$ cat config.mk
export PLATFORM = sky130hd
export DESIGN_NAME = serial_subtractor
export DESIGN_NICKNAME = d
export VERILOG_FILES = /design/src/rtl/serial_subtractor.sv
export SDC_FILE = /design/constraint.sdc
export NUM_CORES = 1
export LEC_CHECK = 0
export ABC_AREA = 1
export BUFFER_PORTS_ARGS = -buffer_cell sky130_fd_sc_hd__buf_2
export CAP_MARGIN = 20
export CORE_MARGIN = 2
export CORE_UTILIZATION = 55
export DETAILED_ROUTE_END_ITERATION = 10
export GPL_ROUTABILITY_DRIVEN = 0
export PLACE_DENSITY = 0.81
export RECOVER_POWER = 100
export SLEW_MARGIN = 20
export SYNTH_ARGS = -nofsm -noshare
export SYNTH_HDL_FRONTEND = slang
export SYNTH_SLANG_ARGS = --single-unit
$ cat constraint.sdc
create_clock -name clk -period 1.7 [get_ports clk]
set_input_delay 0.085 -clock clk [delete_from_list [all_inputs] [get_ports clk]]
set_output_delay 0.085 -clock clk [all_outputs]
set_load 0.05 [all_outputs]
$ cat src/rtl/serial_subtractor.sv
// Bit-serial two's-complement subtractor (a - b), LSB first, one bit per clock.
// Optional signed-overflow output enabled by defining SUB_OVERFLOW_EN.
module serial_subtractor #(
  parameter int WIDTH = 8
) (
  input  logic             clk,
  input  logic             rst_n,
  input  logic             start,
  input  logic [WIDTH-1:0] a,
  input  logic [WIDTH-1:0] b,
  output logic             busy,
  output logic             done,
  output logic [WIDTH-1:0] diff,
  output logic             borrow_out
`ifdef SUB_OVERFLOW_EN
  ,
  output logic             ovf
`endif
);

  localparam int CW = (WIDTH > 2) ? $clog2(WIDTH) : 1;
  localparam logic [CW-1:0] LAST = CW'(WIDTH - 1);

  typedef enum logic [1:0] {
    S_IDLE = 2'd0,
    S_RUN  = 2'd1,
    S_DONE = 2'd2
  } state_t;

  state_t           r_state;
  state_t           w_next;
  logic [WIDTH-1:0] r_a;
  logic [WIDTH-1:0] r_b;
  logic [WIDTH-2:0] r_res;
  logic [CW-1:0]    r_cnt;
  logic             r_br;
  logic             w_ai;
  logic             w_bi;
  logic             w_d;
  logic             w_br_nxt;
  logic [WIDTH-1:0] w_res_nxt;
  logic             w_load;
  logic             w_last;

  always_ff @(posedge clk or negedge rst_n) begin
    if (!rst_n) r_state <= S_IDLE;
    else        r_state <= w_next;
  end

  always_comb begin
    w_next = r_state;
    case (r_state)
      S_IDLE:  if (start) w_next = S_RUN;
      S_RUN:   if (r_cnt == LAST) w_next = S_DONE;
      S_DONE:  w_next = S_IDLE;
      default: w_next = S_IDLE;
    endcase
  end

  // Full-subtractor cell on the operand LSBs.
  assign w_ai      = r_a[0];
  assign w_bi      = r_b[0];
  assign w_d       = w_ai ^ w_bi ^ r_br;
  assign w_br_nxt  = (~w_ai & w_bi) | (~(w_ai ^ w_bi) & r_br);
  // Partial result keeps only the top WIDTH-1 bits; the new bit completes the word.
  assign w_res_nxt = {w_d, r_res};
  assign w_load    = (r_state == S_IDLE) && start;
  assign w_last    = (r_state == S_RUN) && (r_cnt == LAST);

  always_ff @(posedge clk or negedge rst_n) begin
    if (!rst_n) begin
      r_a        <= '0;
      r_b        <= '0;
      r_res      <= '0;
      r_cnt      <= '0;
      r_br       <= 1'b0;
      diff       <= '0;
      borrow_out <= 1'b0;
    end else if (w_load) begin
      r_a   <= a;
      r_b   <= b;
      r_res <= '0;
      r_cnt <= '0;
      r_br  <= 1'b0;
    end else if (r_state == S_RUN) begin
      r_a   <= r_a >> 1;
      r_b   <= r_b >> 1;
      r_res <= w_res_nxt[WIDTH-1:1];
      r_br  <= w_br_nxt;
      if (!w_last) r_cnt <= r_cnt + 1'b1;
      if (w_last) begin
        diff       <= w_res_nxt;
        borrow_out <= w_br_nxt;
      end
    end
  end

`ifdef SUB_OVERFLOW_EN
  logic r_sa;
  logic r_sb;

  // Sign bits are kept aside because the operand registers shift them away.
  always_ff @(posedge clk or negedge rst_n) begin
    if (!rst_n) begin
      r_sa <= 1'b0;
      r_sb <= 1'b0;
      ovf  <= 1'b0;
    end else if (w_load) begin
      r_sa <= a[WIDTH-1];
      r_sb <= b[WIDTH-1];
    end else if (w_last) begin
      ovf <= (r_sa != r_sb) && (w_d != r_sa);
    end
  end
`endif

  assign busy = (r_state != S_IDLE);
  assign done = (r_state == S_DONE);

endmodule

# ---- Word level (Yosys, flattened, before mapping)
# Index checks and enable logic that the tools add are counted.
dict set report totals {
  input_bits 19
  out_inout_bits 11
  elab_cells 45
  register_bits 38
}
dict set report classes {
  n_reduce_logical 8
  n_bitwise 8
  add_sub_neg 1
  n_mux 14
  eq_ne 6
}
# op count
set op_table {}
lappend op_table {{2-to-1 mux 8 bit} 4}
lappend op_table {{2-to-1 mux 7 bit} 2}
lappend op_table {{2-to-1 mux 3 bit} 3}
lappend op_table {{2-to-1 mux 2 bit} 2}
lappend op_table {{inequality test 2 bit (second input constant)} 2}
lappend op_table {{one-hot mux 2 bit (2 select lines)} 1}
lappend op_table {{AND reduction 2 bit} 2}
lappend op_table {{nonzero test 2 bit} 2}
lappend op_table {{adder 3 x 1 -> 3 bit (second input constant)} 1}
lappend op_table {{== test 3 bit (second input constant)} 1}
lappend op_table {{NOT 1 bit} 3}
lappend op_table {{AND reduction 3 bit} 1}
lappend op_table {{bitwise AND 1 bit} 2}
lappend op_table {{== test 2 x 1 -> 1 bit (second input constant)} 1}
lappend op_table {{== test 2 bit (second input constant)} 1}
lappend op_table {{logical AND 1 bit} 2}
lappend op_table {{logical NOT 2 bit} 1}
lappend op_table {{2-to-1 mux 1 bit} 2}
lappend op_table {{inequality test 2 x 1 -> 1 bit (second input constant)} 1}
lappend op_table {{XOR 1 bit} 2}
lappend op_table {{OR 1 bit} 1}

# ---- Logic depth before layout (Yosys ltp)
# Gate-level depths: netlist of run 1.
dict set report depth {
  ltp_word 6
  mapped_depth 7
  mapped_depth_nobuf 7
}

# ---- Worst setup path after synthesis of run 1
# No wires, ideal clock.
dict set report synth_timing {
  path_type {reg-to-output}
  from {register r_state[1]}
  to {output port done}
  setup_slack_ps 265
  path_stages_with_launch 4
  arrival_time_ps 1350
  required_time_ps 1615
  n_path_buf 1
  cell_sequence {dfrtp_1 inv_4 buf_6 nor2_1}
}
dict set report synth_between {
  elab_chain_len 1
}
# element line_no
set synth_rtl {}
lappend synth_rtl {{start, declared} 30} ;# state_t r_state;
lappend synth_rtl {{start signal, assigned} 47} ;# else r_state <= w_next;
lappend synth_rtl {{== test 2 bit} 118} ;# assign done = (r_state == S_DONE);
lappend synth_rtl {{end, declared} 12} ;# output logic done,
# Every way passes these cells.

# ---- Worst setup path in the final report of run 1
dict set report layout_timing {
  from {register r_state[0]}
  to {output port done}
}
# The elaborated chain is that of the path after synthesis.

==> reports/qor.txt, run 1 <==
Post-Synth Adder-Cell Area: 2.45%
CP arrival: 1440 ps
Syn Area/Cell: 8.17 um2
core area: 0.00313 mm2
Port Buf Inserts: 29
drt first-iter violations: 122
mux share of post-synthesis cell area: 0%
Syn Inst Count: 225
Layout Utilization: 66.5%
filler instances: 272
gr usage total: 21.2%
fin crit share: 89.8%
Hold WC Path Type: primary input to flop
post-synth top area share: 51.7%
reg-to-reg slack, setup: 220 ps
clk_lat worst skew: 350 ps
clk_skew: 7.36 ps
wire per inst: 11.0 um
status: completed
global-route wire length before repair: 5.72 mm
clk root buf: clkbuf_4
Final Critical Period: 1530 ps
Layout area overhead: 13.1%
worst reg2reg endpoint: r_cnt[2]
worst-case vdd ir drop: 0.853 mV
top cells by area, synth: dfrtp_1 52%, nand2_1 23%, nand3_1 9.3%
largest family of logic cells by synthesized area: simple AND/OR/NAND/NOR gates
CP Class: flop to primary output
Yosys cell types: 18
chip width: 61.8 um
Simple-Gate Fraction of Synth Area: 36.0%
part of the Yosys area used for sequential elements: 51.7%
DR vias: 1491
Bufs on Longest Clock Path: 2
largest net degree at the start of global routing: 39
Synth Area in XOR/XNOR: 0%
compound-gate portion of the synthesized area: 1.16%
leak pwr: 1.19 nW
achievable frequency: 655 MHz
Die Area: 0.00382 mm2
maxcap violations: 0
vias in the first global route: 1312
Power Total: 3.93 mW
CTS buffer count: 5
Finished Layout Cells: 305
Antenna Cells: 0
vias per cell: 4.89
Synth warnings: 0
dpl cells: 292
CTS clk-pin slew, worst paths: 120 ps
CP max FO: 13
drt first pass iters: 4
layout cell share with drive strength beyond 1: 13.8%
die height: 61.8 um
setup_tns: 0 ps
Setup crit start: r_state[0]
crit path to: done
grt ovf: 0
number of failing hold endpoints at the final stage: 0
Slew HR: 39.2%
Setup Buffers After CTS: 0
Worst R2R Start: r_state[0]
Sink Count: 38
RSZ-0062 raised after global routing: no
Synthesized Nets: 247
max-slew violation count: 0
synthesized cell area: 0.00184 mm2
top-level I/O count: 30
power density over the cells: 1890 mW/mm2
#FFs+latches synth: 38
nets@finish: 282
Crit path required time: 1620 ps
CP Capture Type: primary output
Yosys top cell by area: dfrtp_1
DPL Wire Length: 2.16 mm
Worst Tran Pin Value: 911 ps
CTS tree: yes
WL final: 3.37 mm
initial antenna violation count: 0
R2R depth: 4
initial core utilization: 58.8%
DRC violation count after routing: 0
final setup violating endpoints: 0
H-tree levels: 2
post-route ant nets: 0
row count: 20
Setup crit start kind: flop
routing by layer:
layer / vias up / track usage (%) / share of wire [%]
li1: 759 / - / -
met1: 694 / 27.0 / 47
met2: 32 / 33.1 / 47
met3: 6 / 7.45 / 4.4
met4: 0 / 9.12 / 2.3
met5: - / 0 / 0
where the power goes:
group	internal (mW)	switching, mW
logic	0.524	1.20
clock network	0.305	0.303
registers	1.33	0.269
sequential cells by signal, summed over array words and instances (netlist names):
name	count
borrow_out	1
diff	8
r_a	8
r_b	8
r_br	1
r_cnt	3
r_res	7
r_state	2
worst min path at each step:
stage | slack [ps] | endpoint | startpoint | cells past startpoint
final | 20 | r_b[5] | b[5] | 5
after global routing | 10 | r_a[1] | a[1] | 5
after CTS | 10 | r_b[5] | b[5] | 5
after detailed placement | 160 | r_a[4] | rst_n | 2
after global placement | 160 | r_a[4] | rst_n | 2
after floorplan | -210 | borrow_out | rst_n | 0
cells by family (layout without fill, tap and decap cells):
kind of cell,Yosys count,count (layout)
AO/OA/AOI/OAI,2,2
flip-flops,38,38
AND/OR/NAND/NOR,152,152
adder cells (fa/ha/maj),3,3
buffers and inverters,30,66
through the flow:
step / area [um2] / setup slack, ps / hold WS (ps)
finish: 2080 / 174 / 20.4
global route: 2080 / 73.9 / 12.0
CTS: 2120 / 71.3 / 10.7
detailed placement: 2000 / 297 / 156
global placement: 2000 / 336 / 160
floorplan: 1840 / 265 / -211
cell usage in the layout (no fill, tap or decap), drive strengths merged:
master and n:
nand2 114, dfrtp 38, nand3 34, inv 21, buf 20, clkbuf 17
dlygate4sd3 5, nor2 3, ha 2, clkinv 2, o21ai 2, nand4 1
fa 1, bufinv 1
synthesized netlist by cell type:
cell type and n:
nand3_1 34, fa_1 1, inv_1 19, nor2_1 1, dfrtp_1 38, nand4_1 1, o21ai_4 1, o21ai_0 1
inv_4 1, inv_2 1, nor2_8 1, buf_4 1, nand2_4 3, nor2_4 1, buf_2 3, buf_6 5
ha_1 2, nand2_1 111
layout make-up:
| type | count | area [um2] | area share [%] |
|---|---|---|---|
| clock buffers | 5 | 37.5 | 1.81 |
| flip-flops and latches | 38 | 952 | 45.8 |
| multi-input cells | 157 | 697 | 33.5 |
| clock inverters | 3 | 40.0 | 1.93 |
| inverters | 21 | 81.3 | 3.91 |
| repair buffers | 37 | 216 | 10.4 |
| well taps | 44 | 55.1 | 2.65 |
what timing repair did:
| item | CTS | global route |
|---|---|---|
| endpoints found under the setup margin | 0 | 1 |
| gates resized for setup | 0 | 1 |
| hold buffers | 5 | 0 |
| endpoints found under the hold margin | 42 | 0 |
critical path, stage by stage, from the launching register on:
cell and delay (ps):
dfrtp_2 490, buf_4 210, nor2_1 120, clkbuf_2 280
Note: power is estimated with default switching activity, not from simulation.
==> run 2: changes to the inputs <==
--- a/config.mk
+++ b/config.mk
@@ -8,6 +8,7 @@
 export ABC_AREA = 1
 export BUFFER_PORTS_ARGS = -buffer_cell sky130_fd_sc_hd__buf_2
 export CAP_MARGIN = 20
+export CORE_ASPECT_RATIO = 0.8
 export CORE_MARGIN = 2
 export CORE_UTILIZATION = 55
 export DETAILED_ROUTE_END_ITERATION = 10
==> reports/qor.txt, run 2 (synthesized netlist as in run 1, its figures left out) <==
maxcap violations: 0 (unchanged)
top-level I/O count: 30 (unchanged)
worst reg2reg endpoint: diff[6]
Bufs on Longest Clock Path: 2 (unchanged)
WL final: 3.43 mm (+1.8%)
die height: 55.7 um (-9.9%)
DRC violation count after routing: 0 (unchanged)
Port Buf Inserts: 29 (unchanged)
nets@finish: 279 (-1.1%)
number of failing hold endpoints at the final stage: 0 (unchanged)
initial antenna violation count: 0 (unchanged)
crit path to: done
dpl ws: 278 ps (-19.1 ps)
biggest registers after layout: diff x8, r_a x8, r_b x8
wire per inst: 11.5 um (+4.2%)
drt first-iter violations: 134 (+9.8%)
Buf+Inv Stages, Crit Path: 2 (unchanged)
Psw: 1.81 mW (+1.9%)
Setup crit start kind: flop
drt first pass iters: 4 (unchanged)
Critical-path top delay cell: dfrtp_1
Die Area: 0.00383 mm2 (about the same)
clk_lat worst skew: 290 ps (-60 ps)
CTS clk-pin slew, worst paths: 70 ps (-50 ps)
core area: 0.00313 mm2 (about the same)
CP Class: flop to primary output
Final Cell Area: 0.00206 mm2 (-0.84%)
R2R depth: 5 (+1)
achievable frequency: 618 MHz (-5.7%)
Antenna Cells: 0 (unchanged)
CP arrival: 1530 ps (+90 ps)
DPL Wire Length: 2.38 mm (+10%)
Worst Tran Pin Value: 1100 ps (+193 ps)
max-slew violation count: 0 (unchanged)
commonest cells after routing, fill and taps aside: 111 x nand2_1, 38 x dfrtp_1, 34 x nand3_1
DR vias: 1506 (+1.0%)
dpl cells: 289 (-1.0%)
Register Area: 951 um2 (-0.13%)
most common cell after layout, fill and taps aside: nand2_1
Multi-input gate area: 723 um2 (+3.8%)
worst-case vdd ir drop: 0.980 mV (+15%)
Layout area overhead: 12.1%
placement-stage cell area: 0.00199 mm2 (-0.50%)
vias per cell: 5.05 (+3.4%)
Logic pwr share: 43.3% (-0.6 points)
gr usage total: 20.0% (-1.2 points)
Final Critical Period: 1620 ps (+92.9 ps)
Hold WC Path Type: primary input to flop
grt ovf: 0 (unchanged)
chip width: 68.7 um (+11%)
vias in the first global route: 1347 (+2.7%)
CP max FO: 10 (-3)
Setup crit start: r_state[0]
leak pwr: 1.18 nW (-0.94%)
setup_tns: 0 ps (unchanged)
filler instances: 280 (+2.9%)
sequential share of power: 41.0% (+0.4 points)
Power Total: 3.97 mW (+0.98%)
Worst R2R Start: r_state[0]
CTS buffer count: 5 (unchanged)
Switching Share: 45.6% (+0.41 points)
final setup violating endpoints: 0 (unchanged)
Slew HR: 26.4% (-13 points)
initial core utilization: 58.8% (about the same)
Crit path depth: 3 (unchanged)
CP Capture Type: primary output
power density over the cells: 1920 mW/mm2 (+1.8%)
Final WS setup: 80.7 ps (-92.9 ps)
Sink Count: 38 (unchanged)
layout cell share with drive strength beyond 1: 14.3% (+0.55 points)
post-route ant nets: 0 (unchanged)
slowest stage delay, CP: 690 ps (+200 ps)
CP delay by family, top: flip-flops
Internal Power: 2.16 mW (+0.23%)
reg-to-reg slack, setup: 190 ps (-30 ps)
status: completed
row count: 18 (-10%)
Finished Layout Cells: 298 (-2.3%)
Clock power frac: 15.6% (about the same)
clk root buf: clkbuf_8
clk_skew: 4.48 ps (-2.88 ps)
largest net degree at the start of global routing: 25 (-36%)
Crit path required time: 1620 ps (about the same)
RSZ-0062 raised after global routing: no
global-route wire length before repair: 5.71 mm (-0.12%)
CTS tree: yes
Cell Chain, Critical Path: buf_4 > nor2_1 > clkbuf_2
fin crit share: 95.3% (+5.5 points)
H-tree levels: 2 (unchanged)
[run 2: changes by cell type in the layout (fill, tap and decap cells not counted), sizes merged]
cell / previous run / this run
clkbuf: 17 / 21
buf: 20 / 19
clkinv: 2 / 1
bufinv: 1 / 0
dlygate4sd3: 5 / 1
[run 2: worst reg2reg max path, cell delays in order (launching register included)]
cell,delay (ps)
dfrtp_1,690
nand2_4,110
inv_1,260
nand2_2,200
nand2_1,100
nand2_1,60
[run 2: area by class of cell]
cell class                      instances  share of cell area [%]
Sequential cell                        38                    46.1
Clock inverter                          1                   0.243
Timing Repair Buffer                   34                    8.01
Clock buffer                            7                    4.19
Inverter                               21                    3.94
Multi-Input combinational cell        157                    35.1
Tap cell                               40                    2.43
[run 2: how the worst min path moves through the flow]
stage | from | end | cells after the start
final | a[7] | r_a[7] | 3
after global routing | b[7] | r_b[7] | 3
after CTS | b[7] | r_b[7] | 3
after detailed placement | rst_n | diff[4] | 1
after global placement | rst_n | r_res[6] | 1
after floorplan | rst_n | borrow_out | 0
[run 2: layer usage]
metal | vias up | GRT usage, % | wire length [um]
li1 | 758 | - | -
met1 | 696 | 29.0 | 1650
met2 | 43 | 27.1 | 1510
met3 | 9 | 5.67 | 195
met4 | 0 | 10.3 | 75
met5 | - | 0 | 0
[run 2: what timing repair did]
item / 4_1_cts / 5_1_grt
gates resized for setup: 0 / 0
buffers inserted: 0 / 0
hold endpoints to repair: 18 / 0
hold buffers: 1 / 0
[run 2: power groups by stage]
stage / Clock, mW / Sequential [mW] / Combinational, mW
final: 0.620 / 1.63 / 1.72
after floorplan: 0 / 1.90 / 1.15
after global placement: 0 / 1.62 / 1.74
after CTS: 0.632 / 1.62 / 1.78
after detailed placement: 0 / 1.63 / 1.77
after global routing: 0.674 / 1.68 / 1.95
[run 2: through the flow]
| stage | hold WS [ps] | util, % |
|---|---|---|
| global route | 48.3 | 65.9 |
| floorplan | -211 | - |
| global placement | 61.3 | 63.4 |
| detailed placement | 59.6 | 63.4 |
| finish | 39.2 | 65.9 |
| CTS | 40.0 | 66.7 |
